`src/rtl/pipeline_hazard_ctrl.sv`:
```
// Hazard and sequencing controller for an IF -> ID/EX -> WB pipeline: operand
// forwarding selects, WB-stage register tracking, load-latency stall and redirect kill.
module pipeline_hazard_ctrl #(
    parameter int LOAD_LAT     = 0,
    parameter int FLUSH_CYCLES = 1
) (
    input  logic       clk,
    input  logic       rst,
    input  logic       id_valid,
    input  logic [4:0] id_rs1,
    input  logic [4:0] id_rs2,
    input  logic       id_use_rs1,
    input  logic       id_use_rs2,
    input  logic       id_op1_pc,
    input  logic       id_op2_imm,
    input  logic [4:0] id_rd,
    input  logic       id_reg_we,
    input  logic       id_is_load,
    input  logic [1:0] id_wb_sel,
    input  logic       redirect,
    output logic [1:0] reg1_judge,
    output logic [1:0] reg2_judge,
    output logic [1:0] wb_sel,
    output logic [4:0] wb_rd,
    output logic       wb_we,
    output logic       stall,
    output logic       kill
);

    typedef enum logic [1:0] {
        ST_RUN       = 2'd0,
        ST_LOAD_WAIT = 2'd1,
        ST_FLUSH     = 2'd2
    } state_t;

    localparam logic [2:0] LAT_INIT   = 3'(LOAD_LAT);
    localparam logic [1:0] FLUSH_INIT = 2'(FLUSH_CYCLES);

    state_t     state_q, state_d;
    logic [2:0] lcnt_q, lcnt_d;
    logic [1:0] fcnt_q, fcnt_d;
    logic [1:0] wb_sel_q, wb_sel_d;
    logic [4:0] wb_rd_q, wb_rd_d;
    logic       wb_we_q, wb_we_d;
    logic       wb_load_q, wb_load_d;

    logic       lcnt_busy_s;
    logic       stall_s;
    logic       kill_s;
    logic       issue_s;
    logic       wb_we_s;
    logic       fwd1_s;
    logic       fwd2_s;
    logic [1:0] reg1_judge_s;
    logic [1:0] reg2_judge_s;

    // Hazard decode, issue qualification and operand-select priority.
    always_comb begin
        lcnt_busy_s  = (state_q == ST_LOAD_WAIT) && (lcnt_q != 3'd0);
        stall_s      = lcnt_busy_s & wb_load_q;
        kill_s       = (state_q == ST_FLUSH);
        issue_s      = id_valid & ~stall_s & ~kill_s;
        wb_we_s      = wb_we_q & ~lcnt_busy_s;
        fwd1_s       = id_use_rs1 & wb_we_s & (wb_rd_q == id_rs1);
        fwd2_s       = id_use_rs2 & wb_we_s & (wb_rd_q == id_rs2);
        reg1_judge_s = 2'b00;
        reg2_judge_s = 2'b00;
        if (id_valid && !kill_s) begin
            if (id_op1_pc) begin
                reg1_judge_s = 2'b10;
            end else if (fwd1_s) begin
                reg1_judge_s = 2'b01;
            end else begin
                reg1_judge_s = 2'b00;
            end
            if (id_op2_imm) begin
                reg2_judge_s = 2'b10;
            end else if (fwd2_s) begin
                reg2_judge_s = 2'b01;
            end else begin
                reg2_judge_s = 2'b00;
            end
        end else begin
            reg1_judge_s = 2'b00;
            reg2_judge_s = 2'b00;
        end
    end

    // Next-state and counter logic for RUN / LOAD_WAIT / FLUSH.
    always_comb begin
        state_d = state_q;
        lcnt_d  = lcnt_q;
        fcnt_d  = fcnt_q;
        case (state_q)
            ST_RUN, ST_LOAD_WAIT: begin
                if (lcnt_busy_s) begin
                    lcnt_d = lcnt_q - 3'd1;
                end else if (issue_s && redirect) begin
                    state_d = ST_FLUSH;
                    fcnt_d  = FLUSH_INIT;
                end else if (issue_s && id_is_load && (LAT_INIT != 3'd0)) begin
                    state_d = ST_LOAD_WAIT;
                    lcnt_d  = LAT_INIT;
                end else begin
                    state_d = ST_RUN;
                end
            end
            ST_FLUSH: begin
                // Leaving on fcnt==1 makes kill last exactly FLUSH_CYCLES cycles.
                if (fcnt_q <= 2'd1) begin
                    state_d = ST_RUN;
                    fcnt_d  = 2'd0;
                end else begin
                    fcnt_d = fcnt_q - 2'd1;
                end
            end
            default: begin
                state_d = ST_RUN;
                lcnt_d  = 3'd0;
                fcnt_d  = 2'd0;
            end
        endcase
    end

    // WB-stage register update: capture on issue, bubble when idle, hold while a load waits.
    always_comb begin
        wb_sel_d  = wb_sel_q;
        wb_rd_d   = wb_rd_q;
        wb_we_d   = wb_we_q;
        wb_load_d = wb_load_q;
        if (issue_s) begin
            wb_sel_d  = id_wb_sel;
            wb_rd_d   = id_rd;
            wb_we_d   = id_reg_we & (id_rd != 5'd0);
            wb_load_d = id_is_load;
        end else if (state_q != ST_LOAD_WAIT) begin
            wb_sel_d  = 2'b00;
            wb_rd_d   = 5'd0;
            wb_we_d   = 1'b0;
            wb_load_d = 1'b0;
        end else begin
            wb_sel_d  = wb_sel_q;
            wb_rd_d   = wb_rd_q;
            wb_we_d   = wb_we_q;
            wb_load_d = wb_load_q;
        end
    end

    // State, counter and WB registers with synchronous reset.
    always_ff @(posedge clk) begin
        if (rst) begin
            state_q   <= ST_RUN;
            lcnt_q    <= 3'd0;
            fcnt_q    <= 2'd0;
            wb_sel_q  <= 2'b00;
            wb_rd_q   <= 5'd0;
            wb_we_q   <= 1'b0;
            wb_load_q <= 1'b0;
        end else begin
            state_q   <= state_d;
            lcnt_q    <= lcnt_d;
            fcnt_q    <= fcnt_d;
            wb_sel_q  <= wb_sel_d;
            wb_rd_q   <= wb_rd_d;
            wb_we_q   <= wb_we_d;
            wb_load_q <= wb_load_d;
        end
    end

    assign reg1_judge = reg1_judge_s;
    assign reg2_judge = reg2_judge_s;
    assign wb_sel     = wb_sel_q;
    assign wb_rd      = wb_rd_q;
    assign wb_we      = wb_we_s;
    assign stall      = stall_s;
    assign kill       = kill_s;

endmodule

```
`config.mk`:
```
export PLATFORM = sky130hd
export DESIGN_NAME = pipeline_hazard_ctrl
export DESIGN_NICKNAME = d
export VERILOG_FILES = /design/src/rtl/pipeline_hazard_ctrl.sv
export SDC_FILE = /design/constraint.sdc
export NUM_CORES = 1
export LEC_CHECK = 0
export CAP_MARGIN = 20
export CORE_UTILIZATION = 31
export CTS_CLUSTER_DIAMETER = 60
export DETAILED_ROUTE_END_ITERATION = 12
export PLACE_DENSITY = 0.81
export SYNTH_ARGS = -nofsm -noshare
export SYNTH_HDL_FRONTEND = slang
export SYNTH_SLANG_ARGS = --single-unit
```
`constraint.sdc`:
```
create_clock -name clk -period 1.4 [get_ports clk]
set_clock_uncertainty 0.15 [all_clocks]
set_input_delay 0.28 -clock clk [delete_from_list [all_inputs] [get_ports clk]]
set_output_delay 0.28 -clock clk [all_outputs]
set_load 0.01 [all_outputs]
```
==> flow_summary.yaml <==
outcome:
  status: "finished, violations left"
  failed_checks: "setup timing"
pwr:
  ir_drop_v: 0.000487
  p_leak_nw: 0.457
  power_density_mw_per_mm2: 718
clocking:
  htreeDepth: 1
  cts-root-buf: "clkbuf_4"
  cts_sinks: 11
  cts_buffer_depth: 2
  cts_buffers: 3
  cts_tree: "built"
  postCtsHoldBufs: 0
  clkTransAtPathRegs_ns: 0.07
  insertion_delay_ns: 0.27
timing:
  drv_slew: 0
  worst_slack_ns: -0.291
  fmaxAchievable_mhz: 591
  final_hold_viol_count: 0
  finalSetupViolations: 4
  tns_ns: -0.735
  timing.final.crit_share_pct: 121
  rsz0062_at_grt: "true"
  finalCriticalPeriod_ns: 1.69
yosys:
  synth_top_flop_cell: "dfxtp_1"
  synthTopCellsByArea: "dfxtp_1, xnor2_1, and2_1"
  synthCells: 50
  ys_ff_latch: 11
  yosysUniqueCellTypes: 22
  synth_area_per_cell_um2: 10.1
  synth_top_area_share_pct: 43.7
  async_flop_share_pct: 0
  yosysSeqAreaShare_pct: 43.7
  synth_area_um2: 504
  synth_top_cell_by_area: "dfxtp_1"
  syn_nets: 77
  synth-edff-count: 0
  ys_warn_count: 0
route:
  routed.top_layer: "met4"
  avgRoutedWirePerCell_um: 11.4
  wl_mm: 1.33
  wl_met2_um: 655
  vias_per_cell: 4.52
  ant_nets: 0
  dr_wl_met3_um: 125
  drt_first_pass_iters: 2
  met1_length_um: 514
  first_iter_violations: 3
  drcViolationCount: 0
  via_count: 524
setup_path:
  crit_arrival_ns: 1.26
  critPathKind: "flop to primary output"
  start_kind: "flop"
  endpoint_kind: "primary output"
  r2r_start: "state_q[1]$_SDFFE_PP0P_"
  critical_path.max_fanout: 3
  critical_path.max_stage_delay_ns: 0.37
  rr_endpoint: "wb_we_q$_SDFF_PP0_"
  rr_worst_depth: 4
  path_cells: "xnor2_2 -> nand3_1 -> nor4b_2 -> buf_2"
  cp_slowest_cell: "dfxtp_2"
  regToRegSetupSlack_ns: 0.17
  cp_data_required_time_ns: 0.97
cells_and_area:
  fillers: 125
  antenna_cells: 0
  drive_above_1_share_pct: 31.0
  fin_nets: 128
  area_delta_synth_final_pct: 98.3
placed_design:
  hpwl_mm: 1.10
  gp_congestion: 0.732
  portBuffers: 38
  pre_cts_slack_ns: -0.887
floorplan:
  core_area_mm2: 0.00151
  ios: 41
  dieArea_mm2: 0.00179
  initial_utilization_pct: 33.5
  fp-row-count: 14
  dieHeight_um: 42.3
  die_w_um: 42.3
grt:
  grt_remaining_overflow: 0
  grt_pass1_wl_mm: 2.11
  grtUsageTotal_pct: 16.2
  grt_pass1_vias: 527
  grt_max_degree: 9
  antenna_found_initial: 0
worst_hold_path:
  hold_path_end: "state_q[1]$_SDFFE_PP0P_"
  holdPathStages: 2
  hold_path.startpoint: "fcnt_q[1]$_SDFFE_PP0P_"
  hp-class: "flop to flop"
run:
  drv_cap: 0
==> how the worst max path moves through the flow <==
stage                     cells past startpoint  slack [ns]           startpoint             to
after floorplan                               3      -0.008  wb_rd[3]$_SDFF_PP0_  reg1_judge[0]
after global placement                        5       -0.84             id_valid  reg1_judge[0]
after detailed placement                      5       -0.89             id_valid  reg1_judge[0]
after CTS                                     4       -0.37  wb_rd[3]$_SDFF_PP0_  reg1_judge[0]
after global routing                          4       -0.39  wb_rd[4]$_SDFF_PP0_  reg1_judge[0]
final                                         4       -0.29  wb_rd[4]$_SDFF_PP0_  reg1_judge[0]
==> sequential cells by signal, indices dropped and copies added, names as in the netlist <==
name / cells
wb_sel: 2
fcnt_q: 2
state_q: 1
wb_we_q: 1
wb_rd: 5
==> placed cells by master (no fill, tap or decap), drive strengths merged, types with 2 or more instances in the layout <==
| master | n |
|---|---|
| dlygate4sd2 | 13 |
| clkbuf | 4 |
| and2 | 9 |
| nand3b | 2 |
| clkdlybuf4s50 | 16 |
| nand4 | 2 |
| a21oi | 2 |
| xnor2 | 8 |
| dfxtp | 11 |
| xor2 | 2 |
| buf | 16 |
==> cell usage after synthesis, types with 2 or more instances <==
cell,instances
nand3b_1,2
a21oi_1,2
xor2_1,2
nand4_1,2
dfxtp_1,11
and2_1,8
xnor2_1,8
==> critical path, delay by kind of cell, from the launching register on <==
kind,cells,cell delay [ns]
XOR/XNOR,1,0.12
buffers and inverters,1,0.16
flip-flops,1,0.37
AND/OR/NAND/NOR,2,0.34
==> area by class of cell <==
class | count | area, µm² | share of cell area, %
clock buffer | 4 | 26.3 | 2.63
multi-input combinational | 38 | 304 | 30.4
sequential | 11 | 233 | 23.3
tap | 16 | 20.0 | 2.00
timing repair buffer | 47 | 417 | 41.7
==> cell families (layout without fill, tap and decap cells) <==
family	after synthesis	after routing	synth area share [%]
buffers and inverters	1	51	1.49
and+or+nand+nor	23	23	31.0
other	1	1	0.744
AOI/OAI and AO/OA	4	4	5.71
xor gates and xnor gates	10	10	17.4
DFF	11	11	43.7
==> power breakdown <==
part	switching, W	internal, W
combinational	0.0000547	0.000118
sequential	0.0000119	0.000324
clock	0.0000994	0.000110
total	0.000166	0.000552
==> per-layer routing <==
| metal | global-route usage [%] | up-vias |
|---|---|---|
| li1 | - | 267 |
| met3 | 4.31 | 4 |
| met2 | 29.8 | 28 |
| met5 | 0 | - |
| met1 | 15.9 | 225 |
| met4 | 9.38 | 0 |
==> metrics by stage <==
stage	cells	power [W]	area, µm²	util (%)	hold slack, ns
CTS	116	0.000726	986	65.4	0.336
floorplan	50	0.000401	517	-	0.199
finish	116	0.000718	1000	66.4	0.336
global placement	109	0.000517	955	63.4	0.308
global route	116	0.000759	1000	66.4	0.380
detailed placement	109	0.000522	955	63.4	0.343
==> what timing repair did <==
item,4_1_cts,5_1_grt
resized for setup,46,12
endpoints found under the setup margin,13,9
setup buffers,3,1
pin swaps,10,6
Note: power is estimated with default switching activity, not from simulation.
